## src/rtl/write_packer.sv

```systemverilog
// Packs PAR_WRITE elements of ROW_SIZE bits into one circular-buffer write word.
// Define WRITE_PACKER_FLUSH_EN to add the flush port for committing partial words.
module write_packer #(
    parameter int ROW_SIZE  = 8,
    parameter int PAR_WRITE = 4,
    localparam int CW       = $clog2(PAR_WRITE + 1)
) (
    input  logic                          clk,
    input  logic                          rst,
    input  logic                          in_valid,
    input  logic [ROW_SIZE-1:0]           in_data,
    output logic                          in_ready,
    input  logic                          full,
`ifdef WRITE_PACKER_FLUSH_EN
    input  logic                          flush,
`endif
    output logic                          wen,
    output logic                          update_write_pointer,
    output logic [ROW_SIZE*PAR_WRITE-1:0] dout,
    output logic [CW-1:0]                 count
);

    typedef enum logic {FILL, COMMIT} state_t;

    state_t        state_reg, state_next;
    logic [CW-1:0] count_reg, count_next;
    logic          accept;
    logic          drain;

    // Outputs are masked by reset so nothing leaks while rst is held low.
    assign in_ready             = rst && (state_reg == FILL);
    assign accept               = in_valid && in_ready;
    assign drain                = (state_reg == COMMIT) && !full;
    assign wen                  = rst && drain;
    assign update_write_pointer = wen;
    assign count                = count_reg;

    always_ff @(posedge clk) begin
        if (!rst) begin
            state_reg <= FILL;
            count_reg <= '0;
        end else begin
            state_reg <= state_next;
            count_reg <= count_next;
        end
    end

    always_comb begin
        state_next = state_reg;
        count_next = count_reg;
        case (state_reg)
            FILL: begin
                if (accept) begin
                    count_next = count_reg + 1'b1;
                    if (count_next == CW'(PAR_WRITE))
                        state_next = COMMIT;
                end
`ifdef WRITE_PACKER_FLUSH_EN
                // The element accepted alongside flush joins the flushed word.
                if (flush && (accept || (count_reg != '0)))
                    state_next = COMMIT;
`endif
            end
            COMMIT: begin
                if (!full) begin
                    state_next = FILL;
                    count_next = '0;
                end
            end
            default: state_next = FILL;
        endcase
    end

    // One register per lane; a lane captures only when it is the next free slot.
    genvar gi;
    generate
        for (gi = 0; gi < PAR_WRITE; gi++) begin : g_lane
            logic [ROW_SIZE-1:0] lane_reg, lane_next;

            always_comb begin
                lane_next = lane_reg;
                if (drain)
                    lane_next = '0;
                else if (accept && (count_reg == CW'(gi)))
                    lane_next = in_data;
            end

            always_ff @(posedge clk) begin
                if (!rst)
                    lane_reg <= '0;
                else
                    lane_reg <= lane_next;
            end

            assign dout[gi*ROW_SIZE +: ROW_SIZE] = lane_reg;
        end
    endgenerate

endmodule

```

## config.mk

```make
export PLATFORM = sky130hd
export DESIGN_NAME = write_packer
export DESIGN_NICKNAME = d
export VERILOG_FILES = /design/src/rtl/write_packer.sv
export SDC_FILE = /design/constraint.sdc
export NUM_CORES = 1
export LEC_CHECK = 0
export CAP_MARGIN = 20
export CORE_ASPECT_RATIO = 1.5
export CORE_UTILIZATION = 30
export CTS_CLUSTER_DIAMETER = 80
export DETAILED_ROUTE_END_ITERATION = 12
export PLACE_DENSITY = 0.63
export SYNTH_ARGS = -nofsm -noshare
export SYNTH_HDL_FRONTEND = slang
export SYNTH_SLANG_ARGS = --single-unit
```

## constraint.sdc

```tcl
create_clock -name clk -period 3.5 [get_ports clk]
set_input_delay 0.35 -clock clk [delete_from_list [all_inputs] [get_ports clk]]
set_output_delay 0.35 -clock clk [all_outputs]
set_load 0.01 [all_outputs]
```

Word-level counts from Yosys, hierarchy flattened. Cells that the tools add are included. W data, S select, Z words.

Logic and storage cells: 34. Bits of input ports: 12. Flip-flop bits (word level): 36.

Multiplexer cells: 7. Reduce and logical (&&, ||, !) cells: 12. Equal/unequal tests: 6. Add/sub/neg operators: 1. Bitwise gates (word level): 2.

Operators by type and width (count): $logic_and A1 B1 Y1 (8); $eq A3 B2 Y1 const B (2); $mux W3 (2); $pmux W3 S2 (1); $ne A2 B2 Y1 const B (2); $add A3 B1 Y3 const B (1); $eq A3 B1 Y1 const B (1); $eq A3 B3 Y1 const B (1); $logic_not A3 Y1 (1); $mux W1 (3); $not A1 Y1 (2); $pmux W1 S2 (1); $reduce_and A2 Y1 (1); $reduce_or A2 Y1 (1); $logic_not A1 Y1 (1).

Longest topological paths before layout. Gate-level depths: netlist (run 1).

Depth after elaboration: 5. Gate-level depth with buffers: 6. Gate-level depth less buffers: 5.

Worst setup path before layout (run 1). OpenSTA, ideal clock, no wires.

Path type: register -> register. Start point: register count_reg[0] (netlist: count[0]). End point: register g_lane[3].lane_reg[2]. Period minus slack after synthesis: 1.305 ns. Stages on the path, launching flop included: 7. Arrival: 1.186 ns. Path slack: 2.195 ns. Cells stage by stage: dfxtp_1 -> ha_1 -> ha_1 -> and4b_1 -> buf_2 -> nand2_1 -> a21oi_1.

Word-level cells in the longest chain between the ends: 2.

Ends and longest elaborated chain: start, declared (RTL line 26) `logic [CW-1:0] count_reg, count_next;`; start signal, assigned (RTL line 44) `count_reg <= count_next;`; $eq A3 B2 Y1 (RTL line 84) `else if (accept && (count_reg == CW'(gi)))`; $logic_and A1 B1 Y1 (RTL line 84); end signal, assigned (RTL line 92) `lane_reg <= lane_next;`; end, declared (RTL line 78) `logic [ROW_SIZE-1:0] lane_reg, lane_next;`.

No other way between the ends. A chain may end at the register's enable or synchronous reset.

Worst setup path in the final report (run 1).
Start point: input port rst. End point: output port wen.

Word-level cells in the longest chain between the ends: 1.

Ends and longest elaborated chain: start, declared (RTL line 9) `input logic rst,`; $logic_and A1 B1 Y1 (RTL line 34) `assign wen = rst && drain;`; end, declared (RTL line 17) `output logic wen,`.

No other way between the ends.

==> metrics.yaml, run 1 <==
run_status:
  status: "complete, no violations"
place:
  portBuffers: 49
  gp_congestion: 0.750
  dp.cells: 286
  place_hpwl_um: 2910
  place_ws_ps: 1270
clock_tree:
  root_buffer: "clkbuf_8"
  cts_tree: "done"
  clock-sinks: 36
  cts.clk_slew.worst_paths_ps: 60
  post-cts-setup-buffer-count: 0
  hold_buffers: 0
  htree_levels: 2
  cts_buffers: 5
  clock_path_buffers: 2
  cts.repair.resized: 0
  insertion_delay_ps: 290
finish:
  drive_gt1_frac: 0.0395
  largest_reg_flops: 32
  area_growth_pct: 36.1
  finalNonFillerCells: 294
  final_cell_mix: "clkdlybuf4s50_1 (49), dfxtp_1 (36), a21oi_1 (35), nand3_1 (24), nand2_1 (20)"
  final_common_cell: "clkdlybuf4s50_1"
  antennaDiodeCount: 0
  fillers: 500
  nets: 245
sta:
  hold_ws_ps: 460
  rsz0062_at_grt: "no"
  setup-tns-final_ps: 0
  worstMarginPinSlew_ps: 1050
  finalHoldViolCount: 0
  setup_ws_ps: 1260
  skew_ps: 9.09
  finalCriticalPeriod_ps: 2240
  setup_viol_count_final: 0
  slew_headroom: 0.300
  final_max_slew_viol_count: 0
  fmax_mhz: 446
  period_share: 0.641
global_routing:
  grt_pass1_vias: 1342
  grt_pass1_wl_um: 6620
  grt_max_degree: 33
  antenna_found_initial: 0
  grt_use_total: 0.162
  grt-ovfl-total: 0
critical_path:
  crit_fanout: 8
  setup.worst_path.start_class: "input pin"
  path_class: "in2out"
  timing.rr.end: "g_lane[2].lane_reg[6]"
  required_ps: 3150
  r2r_start: "state_reg"
  r2r_slack_ps: 1870
  cp_data_arrival_time_ps: 1890
  end_kind: "primary output"
  rr_worst_depth: 3
synthesis:
  netlist_top_cells_area: "dfxtp_1 (46%), a21oi_1 (11%), nand3_1 (7.7%)"
  yosysSeqAreaShare: 0.463
  syn_inst: 186
  synth_fp_nets: 204
  synth_top_area_frac: 0.463
  yosys_register_bits: 36
  ys_types: 25
  yosys.area.top_type: "dfxtp_1"
  synth_area_per_cell_um2: 8.37
  synth_warnings: 0
  synth_area_um2: 1560
drt:
  drtIter0Drc: 57
  drtAntennaViolNets: 0
  avgViaCountPerCell: 4.76
  dr_total_vias: 1399
  drc: 0
  drtPass1Iterations: 4
  wl_per_cell_um: 13.7
  drt_wl_total_um: 4030
pwr:
  total_leakage_power_uw: 0.000718
  p_total_uw: 827
  vdd_drop_max_uv: 196
  power.density_nw_per_um2: 390
floorplanning:
  rows: 31
  io_pins: 50
  die_height_um: 90.3
  die-area_um2: 5490
  core_area_um2: 4930
  die_w_um: 60.8
  initial_core_util: 0.316
hold_path:
  hold-path-cell-count: 2
  hold_path_class: "reg2reg"
  hold_start: "g_lane[3].lane_reg[1]"
  min_to: "g_lane[3].lane_reg[1]"
job:
  drv_cap: 0
## worst max-delay path by stage
stage | from | to | slack (ps) | depth (start not counted)
after global placement | rst | wen | 1310 | 4
after detailed placement | rst | update_write_pointer | 1270 | 4
final | rst | wen | 1260 | 4
after global routing | rst | wen | 1150 | 4
after floorplan | count[0] | g_lane[3].lane_reg[2] | 2190 | 6
after CTS | rst | update_write_pointer | 1260 | 4
## layout make-up
cell class	instances	area (µm²)	area share
multi-input cells	128	708	0.334
flip-flops and latches	36	721	0.340
inverters	7	26.3	0.0124
well taps	66	82.6	0.0389
repair buffers	49	490	0.231
clock inverters	2	10.0	0.00472
clock buffers	6	82.6	0.0389
## where the power goes
part | internal [µW] | switching, µW | total (µW)
combinational | 41.3 | 56.8 | 98.1
clock | 157 | 146 | 303
sequential | 419 | 6.80 | 426
## critical path, stage by stage
cell and delay [ps]:
clkdlybuf4s50_1 650, inv_1 170, nor2_1 170, clkdlybuf4s50_1 560
## layer usage
layer / up-vias / track usage / wire length (µm)
li1: 721 / - / -
met1: 623 / 0.207 / 1680
met2: 44 / 0.252 / 2040
met3: 11 / 0.0458 / 217
met4: 0 / 0.0663 / 97
met5: - / 0 / 0
## cells by family after synthesis
| group | count (synthesis) | synth area share |
|---|---|---|
| adder cells (fa/ha/maj) | 6 | 0.0482 |
| flip-flops | 36 | 0.463 |
| AO/OA/AOI/OAI | 63 | 0.203 |
| buffers and inverters | 22 | 0.0827 |
| AND/OR/NAND/NOR | 59 | 0.203 |
## synth_stat cells
cell type / count
o21ai_1: 10
buf_4: 3
buf_12: 1
nand4bb_4: 1
nand4b_1: 1
nand3b_1: 1
ha_1: 6
dfxtp_1: 36
a21oi_1: 35
a31oi_1: 1
and4bb_1: 1
nand3_1: 24
clkbuf_2: 1
nor2_1: 4
buf_2: 8
and4b_1: 1
o21ai_0: 17
and2_1: 1
and3b_1: 1
nand2b_1: 2
clkbuf_1: 1
nand2_1: 20
inv_1: 7
buf_6: 1
nor2b_1: 2
## through the flow
step                      area (µm²)   util
after global routing            2120  0.431
after global placement          2030  0.412
after floorplan                 1560      -
after CTS                       2120  0.431
final                           2120  0.431
after detailed placement        2030  0.412
Power figures use the tool's default switching activity.
==> inputs of run 2 (changes only) <==
==> constraint.sdc (replaced) <==
create_clock -name clk -period 2.22 [get_ports clk]
set_input_delay 0.222 -clock clk [delete_from_list [all_inputs] [get_ports clk]]
set_output_delay 0.222 -clock clk [all_outputs]
set_load 0.01 [all_outputs]
==> run 2 against run 1 <==
Non-clock buffer count grew 3. Final area is essentially flat. Sequential cell count is the same. Combinational power grew 61%. Hold slack lost 7.2 ps. Global-route usage shrank 0.19 points. Register-to-register slack lost 1100 ps. Clock skew shrank 7.5 ps. Largest cell class unchanged. Largest power group unchanged.
==> metrics.yaml, run 2 (same netlist as run 1, synthesis figures left out) <==
floorplanning:
  die_height_um: 90.3
  rows: 31
  io_pins: 50
  core_area_um2: 4930
  die-area_um2: 5490
  initial_core_util: 0.316
  die_w_um: 60.8
critical_path:
  worst-path-buf-inv: 1
  setup.worst_path.start_class: "flip-flop"
  critPathTopFamily: "buffers and inverters"
  critical_path.cell_chain: "nand2b_1 -> nor2_1 -> clkdlybuf4s50_1"
  end_kind: "primary output"
  crit_fanout: 11
  path_class: "reg2out"
  required_ps: 2000
  critPathMaxStageDelay_ps: 550
  cp_data_arrival_time_ps: 1570
  cp_slowest_cell: "clkdlybuf4s50_1"
pwr:
  p_sw_frac: 0.248
  vdd_drop_max_uv: 315
  total_leakage_power_uw: 0.000717
  seq_power_share: 0.542
  net-switching-power_uw: 307
  power.density_nw_per_um2: 585
  p_int_uw: 932
  p_clk_frac: 0.330
  comb_power_share: 0.128
global_routing:
  grt_pass1_vias: 1307
  antenna_found_initial: 0
  grt_max_degree: 33
  grt-ovfl-total: 0
  grt_use_total: 0.160
  grt_pass1_wl_um: 6450
sta:
  setup_viol_count_final: 0
  fmax_mhz: 559
  setup-tns-final_ps: 0
  rsz0062_at_grt: "no"
  skew_ps: 1.55
  slew_headroom: 0.631
  worstMarginPinSlew_ps: 554
  final_max_slew_viol_count: 0
  finalCriticalPeriod_ps: 1790
  finalHoldViolCount: 0
  period_share: 0.805
job:
  drv_cap: 0
drt:
  avgViaCountPerCell: 4.79
  drt_wl_total_um: 4000
  drtAntennaViolNets: 0
  dr_total_vias: 1408
  drc: 0
  drtPass1Iterations: 5
  wl_per_cell_um: 13.6
  drtIter0Drc: 49
clock_tree:
  root_buffer: "clkbuf_8"
  htree_levels: 2
  cts.repair.resized: 0
  post-cts-setup-buffer-count: 0
  cts.clk_slew.worst_paths_ps: 60
  cts_tree: "done"
  clock_path_buffers: 2
  insertion_delay_ps: 280
  cts_buffers: 5
  clock-sinks: 36
  hold_buffers: 0
place:
  gp_congestion: 0.741
  place_hpwl_um: 2900
  portBuffers: 49
  dp.cells: 289
finish:
  area_growth_pct: 36.1
  drive_gt1_frac: 0.0395
  final_common_cell: "clkdlybuf4s50_1"
  nets: 248
  finalNonFillerCells: 294
  antennaDiodeCount: 0
  largest_reg_flops: 32
  final_cell_mix: "clkdlybuf4s50_1 (49), dfxtp_1 (36), a21oi_1 (35), nand3_1 (24), nand2_1 (20)"
run_status:
  status: "complete, no violations"
hold_path:
  hold_path_class: "reg2reg"
## run 2: changes by cell type in the layout (fill, tap and decap cells not counted)
cell and delta:
buf_4 +3, clkinv_2 -2, clkbuf_8 -1
## run 2: power groups by stage
stage	sequential, µW	clock [µW]	combinational [µW]
after floorplan	691	0	81.0
after global placement	686	0	159
after detailed placement	686	0	159
after CTS	672	422	160
after global routing	674	450	174
final	672	409	158
## run 2: path summary, 6_finish.rpt
kind / from / endpoint / slack [ps] / cells past startpoint
max reg2reg: count[0] / g_lane[3].lane_reg[7] / 740 / 5
min: g_lane[3].lane_reg[6] / g_lane[3].lane_reg[6] / 450 / 2
min reg2reg: g_lane[3].lane_reg[6] / g_lane[3].lane_reg[6] / 450 / 2
max: state_reg / update_write_pointer / 430 / 3
## run 2: worst min-delay path, cell delays in order (launching register included)
cell and delay (ps):
dfxtp_1 310, nand2_1 50, a21oi_1 50
## run 2: cell type report
cell class,instances,area (µm²)
multi-input cells,128,708
clock buffers,5,68.8
repair buffers,52,513
well taps,66,82.6
inverters,7,26.3
flip-flops and latches,36,721
fillers,529,2810
## run 2: layer usage
metal  global-route usage  part of all wire
met5                    0                 0
met4               0.0682             0.022
met3               0.0430             0.036
met2                0.266              0.52
met1                0.187              0.42
## run 2: through the flow
step	power (µW)	setup slack, ps	instance area (µm²)	utilization	hold slack [ps]
floorplan	772	915	1560	-	358
global placement	845	472	2050	0.416	445
detailed placement	845	450	2050	0.416	446
CTS	1250	423	2120	0.430	455
global route	1300	300	2120	0.430	476
finish	1240	433	2120	0.430	453
==> inputs of run 3 (changes only) <==
--- a/config.mk
+++ b/config.mk
@@ -10,7 +10,7 @@
 export CORE_UTILIZATION = 30
 export CTS_CLUSTER_DIAMETER = 80
 export DETAILED_ROUTE_END_ITERATION = 12
-export PLACE_DENSITY = 0.63
+export PLACE_DENSITY = 0.65
 export SYNTH_ARGS = -nofsm -noshare
 export SYNTH_HDL_FRONTEND = slang
 export SYNTH_SLANG_ARGS = --single-unit
==> constraint.sdc (replaced) <==
create_clock -name clk -period 1.5 [get_ports clk]
set_input_delay 0.15 -clock clk [delete_from_list [all_inputs] [get_ports clk]]
set_output_delay 0.15 -clock clk [all_outputs]
set_load 0.01 [all_outputs]
==> run 3 against run 2 <==
Highest routed layer unchanged. Critical endpoint is now count[1]. Clock skew grew 0.67 ps. Register-to-register slack got worse by 600 ps. Clock power grew 71%. Setup slack lost 370 ps. Largest cell class unchanged. Hold slack gained 1.3 ps. Combinational power up 60%.
==> metrics.yaml, run 3 (same netlist as run 1, synthesis figures left out) <==
sta:
  skew_ps: 2.22
  setup_ws_ps: 61.5
  final_max_slew_viol_count: 0
  setup-tns-final_ps: 0
  fmax_mhz: 695
  setup_viol_count_final: 0
  period_share: 0.959
  hold_ws_ps: 454
  slew_headroom: 0.812
  finalHoldViolCount: 0
  finalCriticalPeriod_ps: 1440
  rsz0062_at_grt: "no"
  worstMarginPinSlew_ps: 280
clock_tree:
  htree_levels: 2
  cts.clk_slew.worst_paths_ps: 70
  cts_tree: "done"
  clock-sinks: 36
  insertion_delay_ps: 280
  hold_buffers: 0
  cts_buffers: 5
  post-cts-setup-buffer-count: 0
  root_buffer: "clkbuf_8"
  clock_path_buffers: 2
pwr:
  power.density_nw_per_um2: 872
  vdd_drop_max_uv: 434
  total_leakage_power_uw: 0.000805
finish:
  antennaDiodeCount: 0
  final_cell_mix: "clkdlybuf4s50_1 (45), a21oi_1 (35), dfxtp_1 (33), nand3_1 (24), nand2_1 (20)"
  fillers: 527
  multi_input_area_um2: 712
  largest_reg_flops: 32
  nets: 255
  post-route-util: 0.453
  drive_gt1_frac: 0.0924
  finalInstanceArea_um2: 2230
  area_growth_pct: 43.2
  final_common_cell: "clkdlybuf4s50_1"
  seq_area_um2: 727
drt:
  wl_per_cell_um: 12.8
  drtIter0Drc: 79
  avgViaCountPerCell: 4.79
  drc: 0
  dr_total_vias: 1456
  drtAntennaViolNets: 0
  drtPass1Iterations: 4
  drt_wl_total_um: 3890
hold_path:
  min_to: "g_lane[3].lane_reg[3]"
  hold_path_class: "reg2reg"
  hold_start: "g_lane[3].lane_reg[3]"
  hold-path-cell-count: 2
critical_path:
  path_class: "reg2out"
  setup.worst_path.start_class: "flip-flop"
  timing.rr.end: "g_lane[3].lane_reg[1]"
  critPathMaxStageDelay_ps: 580
  r2r_start: "count[1]"
  r2r_slack_ps: 140
  critPathTopFamily: "buffers and inverters"
  cp_data_arrival_time_ps: 1290
  cp_slowest_cell: "clkdlybuf4s50_1"
  crit_fanout: 6
  end_kind: "primary output"
  required_ps: 1350
  worst-path-buf-inv: 1
  rr_worst_depth: 5
  critical_path.cell_chain: "clkdlybuf4s50_1"
floorplanning:
  die_height_um: 90.3
  die-area_um2: 5490
  rows: 31
  initial_core_util: 0.316
  die_w_um: 60.8
  io_pins: 50
  core_area_um2: 4930
place:
  place_area_um2: 2130
  place_hpwl_um: 2810
  portBuffers: 49
  gp_congestion: 0.760
  place_ws_ps: -58.7
global_routing:
  grt_pass1_wl_um: 6330
  grt_max_degree: 33
  grt_pass1_vias: 1378
  grt-ovfl-total: 0
  antenna_found_initial: 0
  grt_use_total: 0.156
job:
  drv_cap: 0
run_status:
  status: "complete, no violations"
[run 3: worst max path at each step]
stage / slack (ps) / cells past startpoint / from / end
2_1_floorplan: 190 / 6 / count[0] / g_lane[3].lane_reg[2]
3_3_place_gp: -30 / 4 / full / wen
3_5_place_dp: -60 / 4 / full / wen
4_1_cts: 20 / 4 / rst / in_ready
5_1_grt: 2 / 1 / count[1] / count[1]
6_report: 60 / 1 / count[1] / count[1]
[run 3: final cells by class]
cell class,instances,area share
timing repair buffer,59,0.266
tap,66,0.0370
sequential,36,0.326
multi-input combinational,128,0.319
clock buffer,8,0.0404
inverter,7,0.0118
[run 3: power by group]
part           switching (µW)  total (µW)  leakage, µW  internal [µW]
Combinational             135         253     0.000466            118
Sequential               15.3         992     0.000293            977
Clock                     325         700    0.0000455            374
[run 3: timing repair]
action                                  in CTS  in global routing
endpoints found under the setup margin       4                 19
endpoints found under the hold margin        0                  0
resized for setup                            5                  5
[run 3: worst reg2reg max path: cells and delay by family, from the launching register on]
family	cells	cell delay [ps]
adder cells (fa/ha/maj)	2	340
AO/OA/AOI/OAI	1	130
flip-flops	1	430
AND/OR/NAND/NOR	2	400
[run 3: stage by stage]
| stage | instances | power (µW) |
|---|---|---|
| after floorplan | 186 | 1140 |
| after global placement | 296 | 1270 |
| after detailed placement | 296 | 1270 |
| after CTS | 304 | 1970 |
| after global routing | 304 | 2030 |
| final | 304 | 1950 |
[run 3: routing by layer]
metal	track usage	part of all wire	vias up
li1	-	-	741
met2	0.250	0.53	47
met3	0.0415	0.049	6
met5	0	0	-
met4	0.0777	0.019	0
met1	0.184	0.40	662
